File: src/rtl/lp_sqrt_pkg.sv
// Shared types and sizing helpers for the pipelined square-root family.
package lp_sqrt_pkg;

    localparam int MAX_W  = 64;
    localparam int MAX_R  = 32;
    localparam int MAX_ID = 32;
    localparam int MAX_CENSUS_W = $clog2(MAX_R + 1);

    function automatic int root_w(input int width);
        return (width + 1) / 2;
    endfunction

    function automatic int iters_per_stage(input int width, input int stages);
        return (root_w(width) + stages - 1) / stages;
    endfunction

    // Iterations owned by 1-based stage k; trailing stages may get fewer or none.
    function automatic int stage_iters(input int width, input int stages, input int k);
        int left;
        left = root_w(width) - (k - 1) * iters_per_stage(width, stages);
        if (left < 0) left = 0;
        if (left > iters_per_stage(width, stages)) left = iters_per_stage(width, stages);
        return left;
    endfunction

    function automatic int census_w(input int stages);
        return (stages < MAX_R) ? $clog2(stages + 1) : MAX_CENSUS_W;
    endfunction

    typedef struct packed {
        logic              valid;
        logic [MAX_ID-1:0] id;
        logic [MAX_R-1:0]  root;
        logic [MAX_R:0]    rem;
        logic [MAX_W-1:0]  operand;
        logic              neg;
    } stage_t;

endpackage

File: src/rtl/lp_sqrt_step.sv
// Combinational block running a fixed number of restoring square-root iterations.
module lp_sqrt_step #(
    parameter int rw    = 4,
    parameter int iters = 1
) (
    input  logic [rw-1:0]   cur_root,
    input  logic [rw:0]     cur_rem,
    input  logic [2*rw-1:0] cur_op,
    output logic [rw-1:0]   nxt_root,
    output logic [rw:0]     nxt_rem,
    output logic [2*rw-1:0] nxt_op
);

    always_comb begin
        logic [rw+2:0] acc;
        logic [rw+2:0] dvs;
        acc      = '0;
        dvs      = '0;
        nxt_root = cur_root;
        nxt_rem  = cur_rem;
        nxt_op   = cur_op;
        for (int i = 0; i < iters; i++) begin
            // Bring down the next operand bit pair and try subtracting 4*root+1.
            acc    = {nxt_rem, nxt_op[2*rw-1 -: 2]};
            dvs    = {1'b0, nxt_root, 2'b01};
            nxt_op = nxt_op << 2;
            if (acc >= dvs) begin
                acc      = acc - dvs;
                nxt_root = (nxt_root << 1) | rw'(1);
            end else begin
                nxt_root = nxt_root << 1;
            end
            nxt_rem = acc[rw:0];
        end
    end

endmodule

File: src/rtl/lp_piped_sqrt_rem.sv
// Pipelined integer square root with remainder, tag tracking, bubble collapsing
// and a sticky dropped-launch flag.
module lp_piped_sqrt_rem
    import lp_sqrt_pkg::*;
#(
    parameter int width       = 8,
    parameter int id_width    = 8,
    parameter int stages      = 4,
    parameter int tc_mode     = 0,
    parameter int op_iso_mode = 1,
    localparam int R = root_w(width),
    localparam int C = census_w(stages)
) (
    input  logic                clk,
    input  logic                rst_n,
    input  logic [width-1:0]    a,
    input  logic                launch,
    input  logic [id_width-1:0] launch_id,
    input  logic                accept_n,
    input  logic                ovf_clr,
    output logic [R-1:0]        root,
    output logic [R:0]          rem,
    output logic                neg,
    output logic                arrive,
    output logic [id_width-1:0] arrive_id,
    output logic                push_out_n,
    output logic                pipe_full,
    output logic                pipe_ovf,
    output logic [C-1:0]        pipe_census
);

    stage_t          stage_q [1:stages];
    stage_t          src     [1:stages];
    logic [R-1:0]    nxt_root [1:stages];
    logic [R:0]      nxt_rem  [1:stages];
    logic [2*R-1:0]  nxt_op   [1:stages];
    logic [stages:1] move;
    logic            pop;
    logic            launch_ok;
    logic            a_neg;
    logic [C-1:0]    census_q;
    logic            ovf_q;

    assign pop       = stage_q[stages].valid & ~accept_n;
    assign pipe_full = (census_q == C'(stages)) & accept_n;
    assign launch_ok = launch & ~pipe_full;
    assign a_neg     = (tc_mode != 0) && a[width-1];

    // A stage takes new contents when it is empty or its occupant moves on.
    always_comb begin
        logic m;
        m    = pop;
        move = '0;
        for (int k = stages; k >= 1; k--) begin
            m       = ~stage_q[k].valid | m;
            move[k] = m;
        end
    end

    // Negative operands enter as zero so the recurrence yields root=0, rem=0.
    always_comb begin
        src[1]         = '0;
        src[1].valid   = launch_ok;
        src[1].id      = MAX_ID'(launch_id);
        src[1].neg     = a_neg;
        src[1].operand = a_neg ? '0 : MAX_W'(a);
        for (int k = 2; k <= stages; k++) src[k] = stage_q[k-1];
    end

    for (genvar k = 1; k <= stages; k++) begin : g_stage
        lp_sqrt_step #(
            .rw    (R),
            .iters (stage_iters(width, stages, k))
        ) u_step (
            .cur_root (src[k].root[R-1:0]),
            .cur_rem  (src[k].rem[R:0]),
            .cur_op   (src[k].operand[2*R-1:0]),
            .nxt_root (nxt_root[k]),
            .nxt_rem  (nxt_rem[k]),
            .nxt_op   (nxt_op[k])
        );
    end

    // Stage registers: data loads only with valid data unless isolation is off.
    always_ff @(posedge clk or negedge rst_n) begin
        if (!rst_n) begin
            for (int k = 1; k <= stages; k++) stage_q[k] <= '0;
        end else begin
            for (int k = 1; k <= stages; k++) begin
                if (move[k]) begin
                    stage_q[k].valid <= src[k].valid;
                    if (src[k].valid || op_iso_mode == 0) begin
                        stage_q[k].id      <= src[k].id;
                        stage_q[k].neg     <= src[k].neg;
                        stage_q[k].root    <= MAX_R'(nxt_root[k]);
                        stage_q[k].rem     <= (MAX_R + 1)'(nxt_rem[k]);
                        stage_q[k].operand <= MAX_W'(nxt_op[k]);
                    end
                end
            end
        end
    end

    always_ff @(posedge clk or negedge rst_n) begin
        if (!rst_n) begin
            census_q <= '0;
            ovf_q    <= 1'b0;
        end else begin
            if (launch_ok && !pop)      census_q <= census_q + C'(1);
            else if (pop && !launch_ok) census_q <= census_q - C'(1);
            if (launch && pipe_full)    ovf_q <= 1'b1;
            else if (ovf_clr)           ovf_q <= 1'b0;
        end
    end

    assign root        = stage_q[stages].root[R-1:0];
    assign rem         = stage_q[stages].rem[R:0];
    assign neg         = stage_q[stages].neg;
    assign arrive      = stage_q[stages].valid;
    assign arrive_id   = stage_q[stages].id[id_width-1:0];
    assign push_out_n  = ~pop;
    assign pipe_ovf    = ovf_q;
    assign pipe_census = census_q;

endmodule

File: config.mk
export PLATFORM = sky130hd
export DESIGN_NAME = lp_piped_sqrt_rem
export DESIGN_NICKNAME = d
export VERILOG_FILES = /design/src/rtl/lp_sqrt_pkg.sv /design/src/rtl/lp_sqrt_step.sv /design/src/rtl/lp_piped_sqrt_rem.sv
export SDC_FILE = /design/constraint.sdc
export NUM_CORES = 1
export LEC_CHECK = 0
export ABC_AREA = 1
export BUFFER_PORTS_ARGS = -buffer_cell sky130_fd_sc_hd__buf_2
export CAP_MARGIN = 25
export CORE_ASPECT_RATIO = 1.2
export CORE_MARGIN = 4
export CORE_UTILIZATION = 64
export CTS_BUF_LIST = sky130_fd_sc_hd__clkbuf_2 sky130_fd_sc_hd__clkbuf_4 sky130_fd_sc_hd__clkbuf_8
export DETAILED_ROUTE_END_ITERATION = 10
export GPL_TIMING_DRIVEN = 0
export PLACE_DENSITY = 0.95
export RECOVER_POWER = 100
export REMOVE_ABC_BUFFERS = 1
export SETUP_SLACK_MARGIN = 0.05
export SKIP_CTS_REPAIR_TIMING = 1
export SYNTH_ARGS = -nofsm -noshare
export SYNTH_HDL_FRONTEND = slang
export SYNTH_SLANG_ARGS = --single-unit
File: constraint.sdc
create_clock -name clk -period 4.08 [get_ports clk]
set_input_delay 0.204 -clock clk [delete_from_list [all_inputs] [get_ports clk]]
set_output_delay 0.204 -clock clk [all_outputs]
set_load 0.05 [all_outputs]
Word level (Yosys, flattened, before mapping)
Cells that the tools add are included.
{"block": "classes", "n_addsub": 6, "magnitude_cmp": 4, "n_eq_ne": 1, "mux": 12, "bitwise": 14, "reduce_logical": 11}
{"operator": "two-way mux 5 bit", "n": 4}
{"operator": "AND reduction 2 bit", "n": 4}
{"operator": ">= comparator 7 x 3 -> 1 bit", "n": 1}
{"operator": ">= comparator 7 x 4 -> 1 bit", "n": 1}
{"operator": ">= comparator 7 x 5 -> 1 bit", "n": 1}
{"operator": "inverter 1 bit", "n": 7}
{"operator": "two-way mux 1 bit", "n": 6}
{"operator": "two-way mux 3 bit", "n": 2}
{"operator": "subtractor 5 x 3 -> 5 bit", "n": 1}
{"operator": "subtractor 5 x 4 -> 5 bit", "n": 1}
{"operator": "subtractor 5 bit", "n": 1}
{"operator": "OR 1 bit", "n": 4}
{"operator": "nonzero test 2 bit", "n": 2}
{"operator": "adder 3 x 1 -> 3 bit, second input constant", "n": 1}
{"operator": "bitwise AND 1 bit", "n": 3}
{"operator": "== test 3 bit, second input constant", "n": 1}
{"operator": "logical AND 1 bit", "n": 3}
{"operator": "subtractor 2 x 1 -> 3 bit, second input constant", "n": 1}
{"operator": "subtractor 3 x 1 -> 3 bit, second input constant", "n": 1}
{"operator": ">= comparator 2 x 1 -> 1 bit, second input constant", "n": 1}
{"operator": "logical NOT 1 bit", "n": 2}
{"block": "word_totals", "regBits": 82, "out_inout_bits": 25}

Longest topological paths before layout
Gate-level depths: netlist of run 1.
{"block": "depth", "depth_word": 8, "mapped_depth": 9, "ltp_nobuf": 9}

Hierarchy
From an unflattened synthesis of run 1, not the netlist that was laid out.
{"block": "unflattened", "hier_cells": 699, "area_unflattened_um2": 5587.9}
{"module": "lp_piped_sqrt_rem", "instances": 1, "cells_per_inst": 431, "area_per_inst_um2": 3996.3}
{"module": "lp_sqrt_step", "instances": 4, "cells_per_inst": 67, "area_per_inst_um2": 397.9}

Worst setup path after synthesis of run 1
No wires, ideal clock.
{"block": "synth_path", "path_type": "reg2reg", "start": "reg census_q[2] (netlist: pipe_census[2])", "end": "reg ovf_q (netlist: pipe_ovf)", "setup_ns": 0.083, "t_arrival_ns": 2.488, "path_slack_ns": 1.509, "path_stages_with_launch": 5, "n_path_buf": 0, "synth_period_minus_slack_ns": 2.571, "path_cell_list": "dfrtp_1 inv_1 nor4_1 nand2_1 o21ai_0"}
{"block": "synth_via", "elab_chain_len": 4, "word_cells_on_any_way": 5, "cone_classes": "1 x eq/ne; 1 x mux; 1 x bitwise; 2 x reduce/logical"}
{"item": "start: declaration", "line": "lp_piped_sqrt_rem.sv:41", "source": "logic [C-1:0] census_q;"}
{"item": "start signal: assignment", "line": "lp_piped_sqrt_rem.sv:109", "source": "if (launch_ok && !pop) census_q <= census_q + C'(1);"}
{"item": "start signal: assignment", "line": "lp_piped_sqrt_rem.sv:110", "source": "else if (pop && !launch_ok) census_q <= census_q - C'(1);"}
{"item": "== test 3 bit (*)", "line": "lp_piped_sqrt_rem.sv:45", "source": "assign pipe_full = (census_q == C'(stages)) & accept_n;"}
{"item": "bitwise AND 1 bit (*)", "line": "lp_piped_sqrt_rem.sv:45"}
{"item": "net pipe_full", "line": "lp_piped_sqrt_rem.sv:27", "source": "output logic pipe_full,"}
{"item": "logical AND 1 bit (*)", "line": "lp_piped_sqrt_rem.sv:111", "source": "if (launch && pipe_full) ovf_q <= 1'b1;"}
{"item": "two-way mux 1 bit / nonzero test 2 bit (equally long branches)"}
{"item": "end signal: assignment", "line": "lp_piped_sqrt_rem.sv:107", "source": "ovf_q <= 1'b0;"}
{"item": "end signal: assignment", "line": "lp_piped_sqrt_rem.sv:111"}
{"item": "end signal: assignment", "line": "lp_piped_sqrt_rem.sv:112", "source": "else if (ovf_clr) ovf_q <= 1'b0;"}
{"item": "end: declaration", "line": "lp_piped_sqrt_rem.sv:42", "source": "logic ovf_q;"}
Mark *: on every way through the listed nets, which the timed path passes. The rest lies on a longest branch.
A chain may end at the register's enable or synchronous reset.

==> results of run 1 <==
-- routing by layer --
metal	global-route usage (%)	vias up	part of all wire, %
met5	0	-	0
met2	39.0	71	52
met4	10.6	0	1.7
met1	26.8	1348	42
met3	5.09	12	4.3
li1	-	1427	-
-- synthesized netlist by cell type --
cell type  instances  area, sq um
ha_1              13          163
nor3_1             2         10.0
nand3_1           26          130
xnor2_1            3         26.3
o21bai_1           1         7.51
a21oi_1            5         25.0
nand4_1            4         25.0
nand3b_1           2         15.0
nand3_2            1         10.0
nand2_1          152          571
fa_1               1         20.0
clkbuf_1           4         15.0
inv_2              2         7.51
a31oi_1            1         6.26
a31oi_2            1         12.5
mux2_2             1         11.3
buf_2              6         30.0
nor2_2             2         12.5
dfrtp_1           80         2000
buf_4              1         7.51
nand2_4            1         11.3
inv_1             44          165
o21ai_0           45          225
nand2_2            1         6.26
conb_1             1         3.75
xor2_1             5         43.8
nor2_1            15         56.3
nor4_1             1         6.26
buf_6              1         11.3
-- kinds of logic after synthesis --
family	count (synthesis)
and+or+nand+nor	207
muxes	1
adders and majority gates	14
buffers and inverters	58
DFF	80
other	1
AOI/OAI and AO/OA	53
xor gates and xnor gates	8
-- worst paths after layout --
kind,depth (start not counted),slack (ns),endpoint
setup / recovery,3,1.71,src[168]
hold / removal,2,0.02,pipe_ovf
max in group clk,7,1.84,src[228]
setup reg to reg,7,1.84,src[228]
min in group asynchronous,2,0.44,src[330]
hold reg to reg,2,0.48,arrive_id[5]
-- layout make-up --
cell class	instances	area share (%)
inverter	46	4.30
clock buffer	9	3.08
multi-input combinational	284	34.3
sequential	80	49.8
clock inverter	7	1.37
tap	62	1.93
timing repair buffer	47	5.17
-- where the power goes --
| part | internal [mW] | switching (mW) |
|---|---|---|
| combinational | 0.467 | 1.16 |
| clock | 0.226 | 0.309 |
| sequential | 1.12 | 0.193 |
-- worst max-delay path, cell delays in order --
cell           delay, ns
dlygate4sd3_1       0.52
clkbuf_1            0.61
clkbuf_2            1.22
-- state kept, by name, indices dropped and copies added (netlist names) --
| register | count |
|---|---|
| rem | 5 |
| pipe_census | 3 |
| src | 58 |
| pipe_ovf | 1 |
| arrive_id | 8 |
| root | 4 |
| arrive | 1 |
-- stage by stage --
step                total power, mW  area (sq um)  instances  setup slack [ns]  hold slack, ns
finish                         3.47          4020        535              1.71          0.0233
CTS                            3.51          4100        534              2.04          -0.313
floorplan                      2.54          3570        410              1.51         -0.0916
global route                   3.76          4020        535              1.24          0.0203
global placement               2.83          3870        516              1.72           0.392
detailed placement             2.96          3920        518              2.07          0.0797
==> flow_summary_export.csv, run 1 <==
group,metric,value,unit
run_status,status,"finished with violations",
run_status,violations,"capacitance limit",
critical_path,reg2reg_from,"arrive",
sta,worst_pin_slew,1.49,ns
min_path,min_from,"ovf_clr",
sta,final-hold-violation-count,0,
floorplanning,die-area,0.00696,sq mm
clocking,cts-root-buf,"clkbuf_8",
placement,port_buffers,44,
sta,finalSetupViolations,0,
final_layout,layout_commonest_cell,"nand2_1",
logic_synthesis,yosys.area_share.adder,5.02,%
min_path,hp-class,"in -> reg",
clocking,tritoncts,"built",
final_layout,final_cell_mix,"153 x nand2_1, 80 x dfrtp_1, 46 x inv_1",
placement,gp_congestion,0.909,
global_route,globalRouteOverflowTotal,0,
pwr,p_leak,2.08,nW
logic_synthesis,ys_types,29,
drt,drt_iter0_drc,284,
floorplanning,pin_count,46,
logic_synthesis,synth_compound_gate_area_share,7.60,%
floorplanning,fp.coreArea,0.00541,sq mm
sta,slew_violations,0,
clocking,h-tree-depth,3,
logic_synthesis,synth_seq_cells,80,
final_layout,nNetsFinal,503,
logic_synthesis,synth_seq_area_share,55.1,%
sta,skew,0.0123,ns
global_route,grt_pass1_vias,2847,
global_route,antenna_found_initial,0,
logic_synthesis,yosys.area_share.simple,23.5,%
clocking,clockBufferDepth,2,
sta,relSlewSlack,0.654,%
sta,tns,0,ns
critical_path,required,4.30,ns
clocking,clock_latency,0.36,ns
clocking,cts_buffers,9,
drt,drc,0,
floorplanning,start_util,67.3,%
drt,wl_per_cell,13.5,um
critical_path,path_class,"in -> async",
floorplanning,rows,29,
critical_path,cp.arrival,2.58,ns
clocking,clk_pin_slew,0.08,ns
logic_synthesis,synthMuxAreaShare,0.310,%
final_layout,final_util,74.3,%
clocking,cts_sinks,80,
critical_path,endpoint_kind,"async pin",
critical_path,worstPathMaxFanout,65,
sta,fin_crit_sh,58.0,%
placement,place_hpwl,4940,um
drt,antenna_left,0,
final_layout,regArea,0.00200,sq mm
pwr,power-per-cell-area,864,mW/mm^2
global_route,grt_pass1_wl,12600,um
drt,wl,7250,um
drt,num_vias,2858,
logic_synthesis,synthesis.instances,422,
global_route,grt_max_degree,66,
global_route,grt_usage,22.7,%
drt,vias_per_cell,5.34,
logic_synthesis,ys_warn_count,0,
drt,drt-pass1-iter-count,5,
final_layout,nFillCells,375,
logic_synthesis,yosys.area_share.xor_xnor,1.93,%
critical_path,crit_path_start,"rst_n",
final_layout,multi_input_area,0.00138,sq mm
logic_synthesis,synth_top_family_by_area,"simple AND/OR/NAND/NOR gates",
sta,max_clock_freq,422,MHz
sta,rsz0062_at_grt,"false",
final_layout,drive_gt1_share,8.46,%
job,drv_cap,1,
critical_path,worstSetupStartpointType,"input port",
logic_synthesis,synth_area,0.00364,sq mm
logic_synthesis,avgSynthCellArea,8.62,sq um
sta,period_needed,2.37,ns
floorplanning,dieHeight,90.6,um
pwr,peakVddDrop,0.000502,V
final_layout,diodes,0,
final_layout,syn_to_final_growth,10.5,%
floorplanning,die_w,76.8,um
(Power assumes the default switching activity.)
==> run 2, diff against run 1 <==
--- a/config.mk
+++ b/config.mk
@@ -10,11 +10,11 @@
 export CAP_MARGIN = 25
 export CORE_ASPECT_RATIO = 1.2
 export CORE_MARGIN = 4
-export CORE_UTILIZATION = 64
+export CORE_UTILIZATION = 54
 export CTS_BUF_LIST = sky130_fd_sc_hd__clkbuf_2 sky130_fd_sc_hd__clkbuf_4 sky130_fd_sc_hd__clkbuf_8
 export DETAILED_ROUTE_END_ITERATION = 10
 export GPL_TIMING_DRIVEN = 0
-export PLACE_DENSITY = 0.95
+export PLACE_DENSITY = 0.89
 export RECOVER_POWER = 100
 export REMOVE_ABC_BUFFERS = 1
 export SETUP_SLACK_MARGIN = 0.05
==> constraint.sdc (replaced) <==
create_clock -name clk -period 1.9 [get_ports clk]
set_input_delay 0.095 -clock clk [delete_from_list [all_inputs] [get_ports clk]]
set_output_delay 0.095 -clock clk [all_outputs]
set_load 0.05 [all_outputs]
==> flow_summary_export.csv, run 2 (same netlist as run 1, synthesis figures left out) <==
group,metric,value,unit
run_status,status,"finished with violations",
run_status,violations,"hold timing, setup timing",
clocking,clk_pin_slew,0.08,ns
critical_path,required,2.13,ns
sta,worst_pin_slew,0.815,ns
clocking,h-tree-depth,3,
final_layout,final_cell_mix,"148 x nand2_1, 78 x dfrtp_1, 45 x o21ai_0",
floorplanning,dieHeight,97.9,um
placement,port_buffers,44,
sta,whs,-0.0122,ns
pwr,peakVddDrop,0.00101,V
final_layout,regArea,0.00200,sq mm
global_route,grt_pass1_vias,2931,
pwr,p_leak,2.20,nW
clocking,cts_sinks,80,
floorplanning,rows,32,
pwr,power-per-cell-area,1800,mW/mm^2
critical_path,cp.arrival,2.20,ns
sta,fin_crit_sh,104,%
final_layout,layoutNonFillerInstCount,576,
floorplanning,die_w,82.9,um
global_route,antenna_found_initial,0,
job,drv_cap,0,
sta,final-hold-violation-count,1,
sta,relSlewSlack,45.7,%
floorplanning,die-area,0.00812,sq mm
floorplanning,pin_count,46,
sta,slew_violations,0,
sta,max_clock_freq,506,MHz
critical_path,endpoint_kind,"register",
final_layout,nNetsFinal,521,
final_layout,design_area,0.00432,sq mm
sta,finalSetupViolations,1,
critical_path,worstSetupStartpointType,"register",
global_route,grt_pass1_wl,12800,um
drt,num_vias,2925,
drt,wl_per_cell,13.2,um
drt,drc,0,
final_layout,largest_register_ffs,58,
global_route,grt_max_degree,48,
sta,period_needed,1.98,ns
final_layout,diodes,0,
clocking,clock_latency,0.36,ns
final_layout,multi_input_area,0.00143,sq mm
clocking,tritoncts,"built",
critical_path,worstPathMaxFanout,3,
drt,drt_iter0_drc,163,
drt,antenna_left,0,
drt,drt-pass1-iter-count,5,
placement,dp_cells,541,
clocking,cts-root-buf,"clkbuf_8",
critical_path,path_class,"reg -> reg",
global_route,globalRouteOverflowTotal,0,
global_route,grt_usage,19.3,%
final_layout,nFillCells,536,
placement,dp_slack,-0.181,ns
sta,rsz0062_at_grt,"true",
floorplanning,start_util,56.1,%
placement,gp_congestion,0.886,
clocking,clockBufferDepth,2,
final_layout,layout_commonest_cell,"nand2_1",
placement,place_hpwl,5170,um
pwr,total_power,7.78,mW
sta,skew,0.00926,ns
min_path,hp-class,"in -> reg",
drt,vias_per_cell,5.08,
sta,tns,-0.0778,ns
sta,setup_ws,-0.0778,ns
clocking,cts_buffers,9,
final_layout,drive_gt1_share,13.2,%
placement,placed_cell_area,0.00394,sq mm
floorplanning,fp.coreArea,0.00649,sq mm
final_layout,syn_to_final_growth,18.9,%
drt,wl,7620,um
[run 2: cell count changes in the layout (fill, tap and decap cells not counted), sizes merged]
| cell | previous run | this run |
|---|---|---|
| clkbuf | 36 | 29 |
| dlygate4sd3 | 1 | 16 |
| inv | 48 | 47 |
| bufinv | 0 | 1 |
| buf | 19 | 29 |
[run 2: area by class of cell]
class                      count  share of cell area [%]
sequential                    80                    46.4
inverter                      46                    4.02
multi-input combinational    284                    33.2
clock inverter                 7                    1.82
timing repair buffer          65                    9.32
tap                           85                    2.46
clock buffer                   9                    2.86
[run 2: final timing paths]
path | slack [ns] | startpoint | depth (start not counted) | to
setup / recovery | -0.08 | pipe_census[2] | 7 | pipe_census[2]
hold / removal | -0.01 | a[0] | 3 | src[329]
setup reg to reg | -0.08 | pipe_census[2] | 7 | pipe_census[2]
hold reg to reg | 0.49 | src[131] | 2 | arrive_id[1]
max in group asynchronous | 0.35 | rst_n | 3 | src[66]
min in group asynchronous | 0.36 | rst_n | 2 | src[391]
[run 2: per-stage QoR]
stage | hold slack (ns) | util, %
2_1_floorplan | -0.201 | -
3_3_place_gp | 0.290 | 60.1
3_5_place_dp | 0.0694 | 60.7
4_1_cts | -0.316 | 63.9
5_1_grt | 0.000663 | 66.7
6_report | -0.0122 | 66.7
[run 2: critical path, stage by stage, from the launching register on]
cell	delay (ns)
dfrtp_1	0.43
a31oi_4	0.25
ha_1	0.21
inv_2	0.06
fa_1	0.38
a21oi_1	0.17
o21ai_0	0.15
xor2_1	0.18
[run 2: report_power, final]
group,internal (mW),total [mW],switching (mW)
combinational,1.13,3.67,2.54
clock,0.620,1.27,0.655
sequential,2.40,2.84,0.436
[run 2: metal layers]
metal	routed length (um)	GRT usage, %	up-vias
met4	153	9.94	0
met1	3100	21.7	1398
li1	-	-	1463
met3	304	3.29	13
met2	4070	35.1	51
met5	0	0	-
==> run 3, diff against run 2 <==
--- a/config.mk
+++ b/config.mk
@@ -10,11 +10,11 @@
 export CAP_MARGIN = 25
 export CORE_ASPECT_RATIO = 1.2
 export CORE_MARGIN = 4
-export CORE_UTILIZATION = 54
+export CORE_UTILIZATION = 41
 export CTS_BUF_LIST = sky130_fd_sc_hd__clkbuf_2 sky130_fd_sc_hd__clkbuf_4 sky130_fd_sc_hd__clkbuf_8
 export DETAILED_ROUTE_END_ITERATION = 10
 export GPL_TIMING_DRIVEN = 0
-export PLACE_DENSITY = 0.89
+export PLACE_DENSITY = 0.73
 export RECOVER_POWER = 100
 export REMOVE_ABC_BUFFERS = 1
 export SETUP_SLACK_MARGIN = 0.05
==> flow_summary_export.csv, run 3 (same netlist as run 1, synthesis figures left out) <==
group,metric,value,unit
run_status,status,"completed",
drt,wl_per_cell,11.6,um
job,drv_cap,0,
placement,gp_congestion,0.883,
floorplanning,dieHeight,111,um
critical_path,crit_path_start,"pipe_census[2]",
clocking,clock_latency,0.35,ns
sta,period_needed,1.76,ns
final_layout,multi_input_area,0.00142,sq mm
critical_path,reg2regPathDepth,7,
drt,drc,0,
floorplanning,die_w,94.0,um
drt,num_vias,2855,
sta,worst_pin_slew,0.805,ns
clocking,cts_buffers,9,
drt,drt-met1-wl,3250,um
min_path,min_from,"a[7]",
sta,finalSetupViolations,0,
global_route,grt_pass1_vias,2772,
critical_path,crit_end,"pipe_census[2]",
critical_path,reg2reg_from,"pipe_census[2]",
placement,placed_cell_area,0.00399,sq mm
critical_path,worstPathMaxFanout,3,
drt,antenna_left,0,
sta,skew,0.00931,ns
global_route,globalRouteOverflowTotal,0,
pwr,power-per-cell-area,1750,mW/mm^2
sta,rsz0062_at_grt,"true",
critical_path,rrSetupSlack,0.14,ns
final_layout,drive_gt1_share,11.2,%
drt,drt_iter0_drc,202,
global_route,antenna_found_initial,0,
drt,drt-pass1-iter-count,4,
placement,place_hpwl,4990,um
final_layout,layout_commonest_cell,"nand2_1",
clocking,clockBufferDepth,2,
critical_path,cp.arrival,1.99,ns
floorplanning,rows,37,
critical_path,path_class,"reg -> reg",
sta,whs,0.0255,ns
global_route,grt_pass1_wl,12200,um
critical_path,worstSetupStartpointType,"register",
sta,relSlewSlack,46.4,%
final_layout,diodes,0,
drt,wl,7050,um
final_layout,largest_register_ffs,58,
floorplanning,die-area,0.0104,sq mm
clocking,tritoncts,"built",
clocking,h-tree-depth,3,
clocking,clk_pin_slew,0.09,ns
drt,topRoutingLayerUsed,"met4",
final_layout,regArea,0.00200,sq mm
final_layout,design_area,0.00435,sq mm
drt,wl_met3,270,um
final_layout,final_cell_mix,"149 x nand2_1, 78 x dfrtp_1, 45 x inv_1, 45 x o21ai_0, 27 x nand3_1",
global_route,grt_max_degree,48,
clocking,cts_sinks,80,
sta,fin_crit_sh,92.5,%
placement,dp_cells,573,
sta,slew_violations,0,
final_layout,syn_to_final_growth,19.5,%
clocking,cts-root-buf,"clkbuf_8",
final_layout,layoutNonFillerInstCount,609,
min_path,hp-class,"in -> reg",
floorplanning,start_util,42.2,%
pwr,peakVddDrop,0.000869,V
floorplanning,fp.coreArea,0.00861,sq mm
floorplanning,pin_count,46,
critical_path,endpoint_kind,"register",
pwr,p_leak,2.18,nW
drt,vias_per_cell,4.69,
critical_path,required,2.13,ns
global_route,grt_usage,14.2,%
sta,final-hold-violation-count,0,
placement,port_buffers,44,
critical_path,r2r-end,"pipe_census[2]",
final_layout,nFillCells,841,
drt,met2_length,3440,um
sta,max_clock_freq,569,MHz
final_layout,nNetsFinal,522,
## run 3: changes by cell type in the layout (fill, tap and decap cells not counted), sizes merged
cell	change
buf	-6
clkbuf	+6
clkinv	-2
clkinvlp	+1
dlygate4sd3	+1
inv	+1
## run 3: worst min path at each step
stage,to,slack (ns),cells after the start
finish,src[392],0.03,3
global route,src[392],0.04,3
CTS,arrive_id[6],-0.31,1
detailed placement,arrive_id[6],0.08,1
global placement,src[460],0.29,3
floorplan,arrive,-0.20,0
## run 3: cell type report
class / count / area share, %
Sequential cell: 80 / 46.1
Multi-Input combinational cell: 284 / 32.6
Timing Repair Buffer: 66 / 9.30
Inverter: 46 / 3.97
Tap cell: 117 / 3.37
Clock buffer: 9 / 2.85
Clock inverter: 7 / 1.81
## run 3: critical path: stages (launching register included)
cell     delay (ns)
dfrtp_1        0.43
a31oi_4        0.18
ha_1           0.16
inv_1          0.06
fa_1           0.39
a21oi_1        0.14
o21ai_0        0.12
xor2_1         0.15
## run 3: through the flow
| step | power, mW | setup WS, ns | util (%) | setup TNS, ns |
|---|---|---|---|---|
| floorplan | 5.46 | -0.671 | - | -5.06 |
| global placement | 6.15 | -0.567 | 45.7 | -7.06 |
| detailed placement | 6.34 | -0.0724 | 46.3 | -0.0724 |
| CTS | 7.64 | -0.0896 | 48.6 | -0.0896 |
| global route | 8.27 | 0.0300 | 50.5 | 0 |
| finish | 7.61 | 0.142 | 50.5 | 0 |
## run 3: power breakdown
| group | internal, mW | switching (mW) |
|---|---|---|
| Clock | 0.618 | 0.653 |
| Sequential | 2.40 | 0.418 |
| Combinational | 1.08 | 2.44 |
## run 3: layer usage
metal  track usage [%]  vias up
li1                  -     1459
met1              18.6     1335
met2              23.1       50
met3              2.92       11
met4              5.01        0
met5                 0        -
